==> src/rtl/reg_univ.sv <==
// reg_univ: parametrised general-purpose datapath register.
// Supports hold, parallel load, logical/arithmetic shifts with serial in/out,
// increment/decrement with carry/borrow, synchronous clear, and a saturating
// count of shifts since the last load or clear.
module reg_univ #(
  parameter int               WIDTH     = 19,
  parameter logic [WIDTH-1:0] RESET_VAL = '0,
  localparam int              CNT_W     = $clog2(WIDTH + 1)
) (
  input  logic             clk,
  input  logic             rst,
  input  logic             en,
  input  logic [2:0]       op,
  input  logic [WIDTH-1:0] d,
  input  logic             sin,
  output logic [WIDTH-1:0] q,
  output logic             sout,
  output logic             cout,
  output logic [CNT_W-1:0] shift_cnt,
  output logic             shift_done,
  output logic             zero
);

  localparam logic [2:0] OP_HOLD  = 3'b000;
  localparam logic [2:0] OP_LOAD  = 3'b001;
  localparam logic [2:0] OP_SHL   = 3'b010;
  localparam logic [2:0] OP_SHR   = 3'b011;
  localparam logic [2:0] OP_SAR   = 3'b100;
  localparam logic [2:0] OP_INC   = 3'b101;
  localparam logic [2:0] OP_DEC   = 3'b110;
  localparam logic [2:0] OP_CLEAR = 3'b111;

  localparam logic [CNT_W-1:0] CNT_MAX = CNT_W'(WIDTH);

  logic [CNT_W-1:0] cnt_next;
  logic [WIDTH:0]   inc_sum;

  // Saturating successor of the shift count, so the count never wraps.
  always_comb begin
    cnt_next = shift_cnt;
    if (shift_cnt != CNT_MAX) begin
      cnt_next = shift_cnt + CNT_W'(1);
    end
  end

  assign inc_sum    = {1'b0, q} + (WIDTH + 1)'(1);
  assign shift_done = (shift_cnt == CNT_MAX);
  assign zero       = (q == '0);

  // Register update: one operation per enabled clock edge.
  always_ff @(posedge clk or posedge rst) begin
    if (rst) begin
      q         <= RESET_VAL;
      sout      <= 1'b0;
      cout      <= 1'b0;
      shift_cnt <= '0;
    end else if (en) begin
      case (op)
        OP_HOLD: begin
        end
        OP_LOAD: begin
          q         <= d;
          sout      <= 1'b0;
          cout      <= 1'b0;
          shift_cnt <= '0;
        end
        OP_SHL: begin
          q         <= {q[WIDTH-2:0], sin};
          sout      <= q[WIDTH-1];
          shift_cnt <= cnt_next;
        end
        OP_SHR: begin
          q         <= {sin, q[WIDTH-1:1]};
          sout      <= q[0];
          shift_cnt <= cnt_next;
        end
        OP_SAR: begin
          q         <= {q[WIDTH-1], q[WIDTH-1:1]};
          sout      <= q[0];
          shift_cnt <= cnt_next;
        end
        OP_INC: begin
          q    <= inc_sum[WIDTH-1:0];
          cout <= inc_sum[WIDTH];
        end
        OP_DEC: begin
          q    <= q - WIDTH'(1);
          cout <= (q == '0);
        end
        OP_CLEAR: begin
          q         <= '0;
          sout      <= 1'b0;
          cout      <= 1'b0;
          shift_cnt <= '0;
        end
        default: begin
        end
      endcase
    end
  end

endmodule

==> config.mk <==
export PLATFORM = sky130hd
export DESIGN_NAME = reg_univ
export DESIGN_NICKNAME = d
export VERILOG_FILES = /design/src/rtl/reg_univ.sv
export SDC_FILE = /design/constraint.sdc
export NUM_CORES = 1
export LEC_CHECK = 0
export ABC_CLOCK_PERIOD_IN_PS = 2700
export BUFFER_PORTS_ARGS = -buffer_cell sky130_fd_sc_hd__buf_4
export CORE_UTILIZATION = 55
export CTS_CLUSTER_DIAMETER = 120
export DETAILED_ROUTE_END_ITERATION = 16
export PLACE_DENSITY_LB_ADDON = 0.2
export SLEW_MARGIN = 20
export SYNTH_ARGS = -nofsm -noshare
export SYNTH_HDL_FRONTEND = slang
export SYNTH_SLANG_ARGS = --single-unit
==> constraint.sdc <==
create_clock -name clk -period 2.7 [get_ports clk]
set_clock_uncertainty 0.15 [all_clocks]
set_input_delay 0.405 -clock clk [delete_from_list [all_inputs] [get_ports clk]]
set_output_delay 0.405 -clock clk [all_outputs]
set_load 0.01 [all_outputs]
==> out/results.tsv <==
stage	metric	value	unit
outcome	outcome	finished, final reports clean	
synthesis	Synth area leader	dfrtp_1	
timing	period utilization	97.5	%
timing	Final Hold Fails	0	
final_layout	Final nets	440	
worst_setup_path	Worst Setup Start Kind	flip-flop	
die	chip width	72.0	um
worst_setup_path	crit path max-delay cell type	or4_4	
die	Initial Utilization	57.0	%
power	sw frac	40.7	%
synthesis	cell count after synthesis	365	
die	Die Span Y	72.0	um
placed_design	dpl cell area	0.00320	mm2
synthesis	Seq/Total Area, Yosys	24.2	%
routing	via count	3158	
final_layout	Area Overhead vs Synth	21.7	%
synthesis	post-synth top area share	24.2	%
clock_tree	clock latency on the worst-skew pair	280	ps
power	Power per Cell Area	545	mW/mm2
clock_tree	Post-CTS Hold Fix Bufs	0	
die	die area	0.00518	mm2
placed_design	Placer Congestion	1.02	
timing	RSZ-0062 raised after global routing	true	
final_layout	register area	651	um2
clock_tree	register clock-pin slew on the reported worst setup and hold paths	100	ps
power	Seq pwr share	34.1	%
clock_tree	htree depth	1	
final_layout	diode count	0	
global_routing	gr usage total	35.6	%
synthesis	Netlist cell types	61	
global_routing	grt ovf	0	
routing	1st-iter DRT viols	338	
worst_setup_path	RR Endpoint	q[17]$_DFFE_PP0P_	
clock_tree	# clock sinks	26	
placed_design	DP HPWL	6.23	mm
clock_tree	CTS root buffer	clkbuf_8	
global_routing	met3 Usage GRT	5.56	%
global_routing	initial antenna violation count	0	
timing	Final min period	2630	ps
power	Int Power	1.06	mW
routing	drt pass-1 iters	6	
synthesis	synth top area cells	dfrtp_1 (24%), a21oi_1 (4.8%), o21ai_0 (4.8%)	
clock_tree	post_cts resized	0	
global_routing	met1 Resource Use GR	49.3	%
power	leak pwr	1.35	nW
synthesis	synthesis-stage register bit count	26	
timing	Setup violations, final	0	
timing	Fin Setup TNS	0	ps
worst_setup_path	worst endpoint data arrival time	2080	ps
die	core area	0.00472	mm2
worst_setup_path	CP Capture Type	output pin	
synthesis	EDFF count, synth	0	
clock_tree	postcts setup bufs	0	
synthesis	warnings from Yosys	0	
worst_setup_path	crit-path max cell delay	520	ps
power	net switching power	0.726	mW
power	peak supply drop	259	uV
synthesis	syn_area_per_cell	7.38	um2
final_layout	FILL cells	403	
global_routing	pin count of the biggest net entering global routing	36	
final_layout	layout cells sized above 1	22.0	%
placed_design	Port-buffer cells	53	
clock_tree	worst-case clock buffer depth	2	
die	Row Count	25	
synthesis	Post-synth top flop	dfrtp_1	
flow_run	max cap viols	0	
synthesis	Mapped Area	0.00269	mm2
worst_setup_path	Worst Path Max Fanout	12	
die	IO Count	54	
synthesis	ys async rst share	100	%
routing	DRT antenna net count	0	
power	logic gate share of total power	46.9	%
routing	Vias/cell	6.63	
synthesis	Mapped Nets	395	
timing	pins over their slew limit	0	
timing	Rel. slew slack	61.3	%
worst_setup_path	R2R setup slack	220	ps
final_layout	Final Cell Area	0.00328	mm2
worst_setup_path	Reg2Reg Depth	5	
final_layout	area of the multi-input gates	0.00184	mm2
routing	final WL	8.86	mm
global_routing	first-pass GRT wire length	14.4	mm
power	Clk pwr share	19.1	%
worst_setup_path	critical path required time	2140	ps
routing	Post-route DRC	0	
global_routing	GRT met2 Usage	53.7	%
routing	routed len/inst	18.6	um
worst_setup_path	Crit Path Class	reg -> out	
global_routing	vias in the first global route	2896	
global_routing	busiest grt layer	met2	
timing	Slew @ Worst Pin	573	ps
clock_tree	clock buffer count from CTS	3	
clock_tree	CTS tree	built	
worst_setup_path	crit-path cells	or3_4, or4_4, nor4_4, buf_4	
min_path	HP Class	in -> async	
worst_setup_path	Reg-to-Reg Start	q[14]$_DFFE_PP0P_	
timing	Fmax achieved	380	MHz
per-layer routing:
layer  share of wire, %  vias up  wire length [um]
met1                 40     1449              3550
met3                 11       37               983
met5                  0        -                 0
met4                3.5        0               313
li1                   -     1464                 -
met2                 45      208              4010
per-stage QoR:
stage	hold WS (ps)	power [mW]	instances	setup WS, ps	util [%]
2_1_floorplan	295	1.11	365	283	-
3_5_place_dp	351	1.43	472	294	67.7
6_report	25.8	1.78	476	68.3	69.4
4_1_cts	39.0	1.78	476	52.6	69.2
3_3_place_gp	346	1.41	472	334	67.7
5_1_grt	70.2	1.90	476	-11.6	69.4
cell usage in the layout (no fill, tap or decap), types with 8 or more instances in the layout:
cell | synthesis | routed
buf_4 | 0 | 78
nand2_1 | 32 | 32
nor2_1 | 31 | 31
o21ai_0 | 26 | 26
a21oi_1 | 26 | 26
dfrtp_1 | 26 | 26
nand3_1 | 18 | 18
nor3_1 | 13 | 13
inv_1 | 11 | 11
mux2i_1 | 10 | 10
xnor2_1 | 9 | 9
o211ai_1 | 8 | 8
o221ai_1 | 8 | 8
kinds of logic (layout without fill, tap and decap cells):
kind of cell	after synthesis	after routing	share of synthesized area (%)
AO/OA/AOI/OAI	117	117	29.2
buffers and inverters	50	94	7.81
AND/OR/NAND/NOR	144	144	28.2
adder cells (fa/ha/maj)	4	4	1.86
XOR/XNOR	13	13	4.23
flip-flops	26	26	24.2
multiplexers	11	11	4.55
power groups by stage:
stage	Clock, mW	Sequential (mW)	Combinational (mW)
after floorplan	0	0.599	0.508
after global placement	0	0.606	0.805
after detailed placement	0	0.614	0.820
after CTS	0.348	0.604	0.824
after global routing	0.361	0.621	0.919
final	0.341	0.608	0.836
Yosys cell counts (5+ instances only):
master	number
a21oi_1	26
a221oi_1	6
a31oi_1	6
and3_1	5
buf_2	6
clkbuf_1	27
dfrtp_1	26
inv_1	11
mux2i_1	10
nand2_1	32
nand3_1	18
nor2_1	31
nor3_1	13
nor4_1	5
o211ai_1	8
o21ai_0	26
o221ai_1	8
or3_1	5
or4_1	5
xnor2_1	9
state kept, by name (all words and copies together), names as in the netlist:
| signal | count |
|---|---|
| shift_cnt | 5 |
| sout | 1 |
| cout | 1 |
| q | 19 |
area by class of cell:
| cell class | count | area share [%] |
|---|---|---|
| Inverter | 12 | 1.37 |
| Clock buffer | 3 | 1.26 |
| Tap cell | 67 | 2.56 |
| Multi-Input combinational cell | 289 | 56.2 |
| Timing Repair Buffer | 78 | 17.9 |
| Clock inverter | 1 | 0.916 |
| Sequential cell | 26 | 19.9 |
how the worst max path moves through the flow:
stage,from,end,slack (ps),cells after the start
global route,q[6]$_DFFE_PP0P_,zero,-10,4
finish,q[6]$_DFFE_PP0P_,zero,70,4
detailed placement,q[14]$_DFFE_PP0P_,q[17]$_DFFE_PP0P_,290,5
floorplan,q[8]$_DFFE_PP0P_,q[18]$_DFFE_PP0P_,280,7
global placement,q[6]$_DFFE_PP0P_,q[17]$_DFFE_PP0P_,330,5
CTS,q[14]$_DFFE_PP0P_,zero,50,4
worst max-delay path: cells and delay by family (launching register included):
| kind | cells | cell delay [ps] |
|---|---|---|
| and+or+nand+nor | 3 | 1230 |
| DFF | 1 | 390 |
| buffers and inverters | 1 | 170 |
Note: power is estimated with default switching activity, not from simulation.
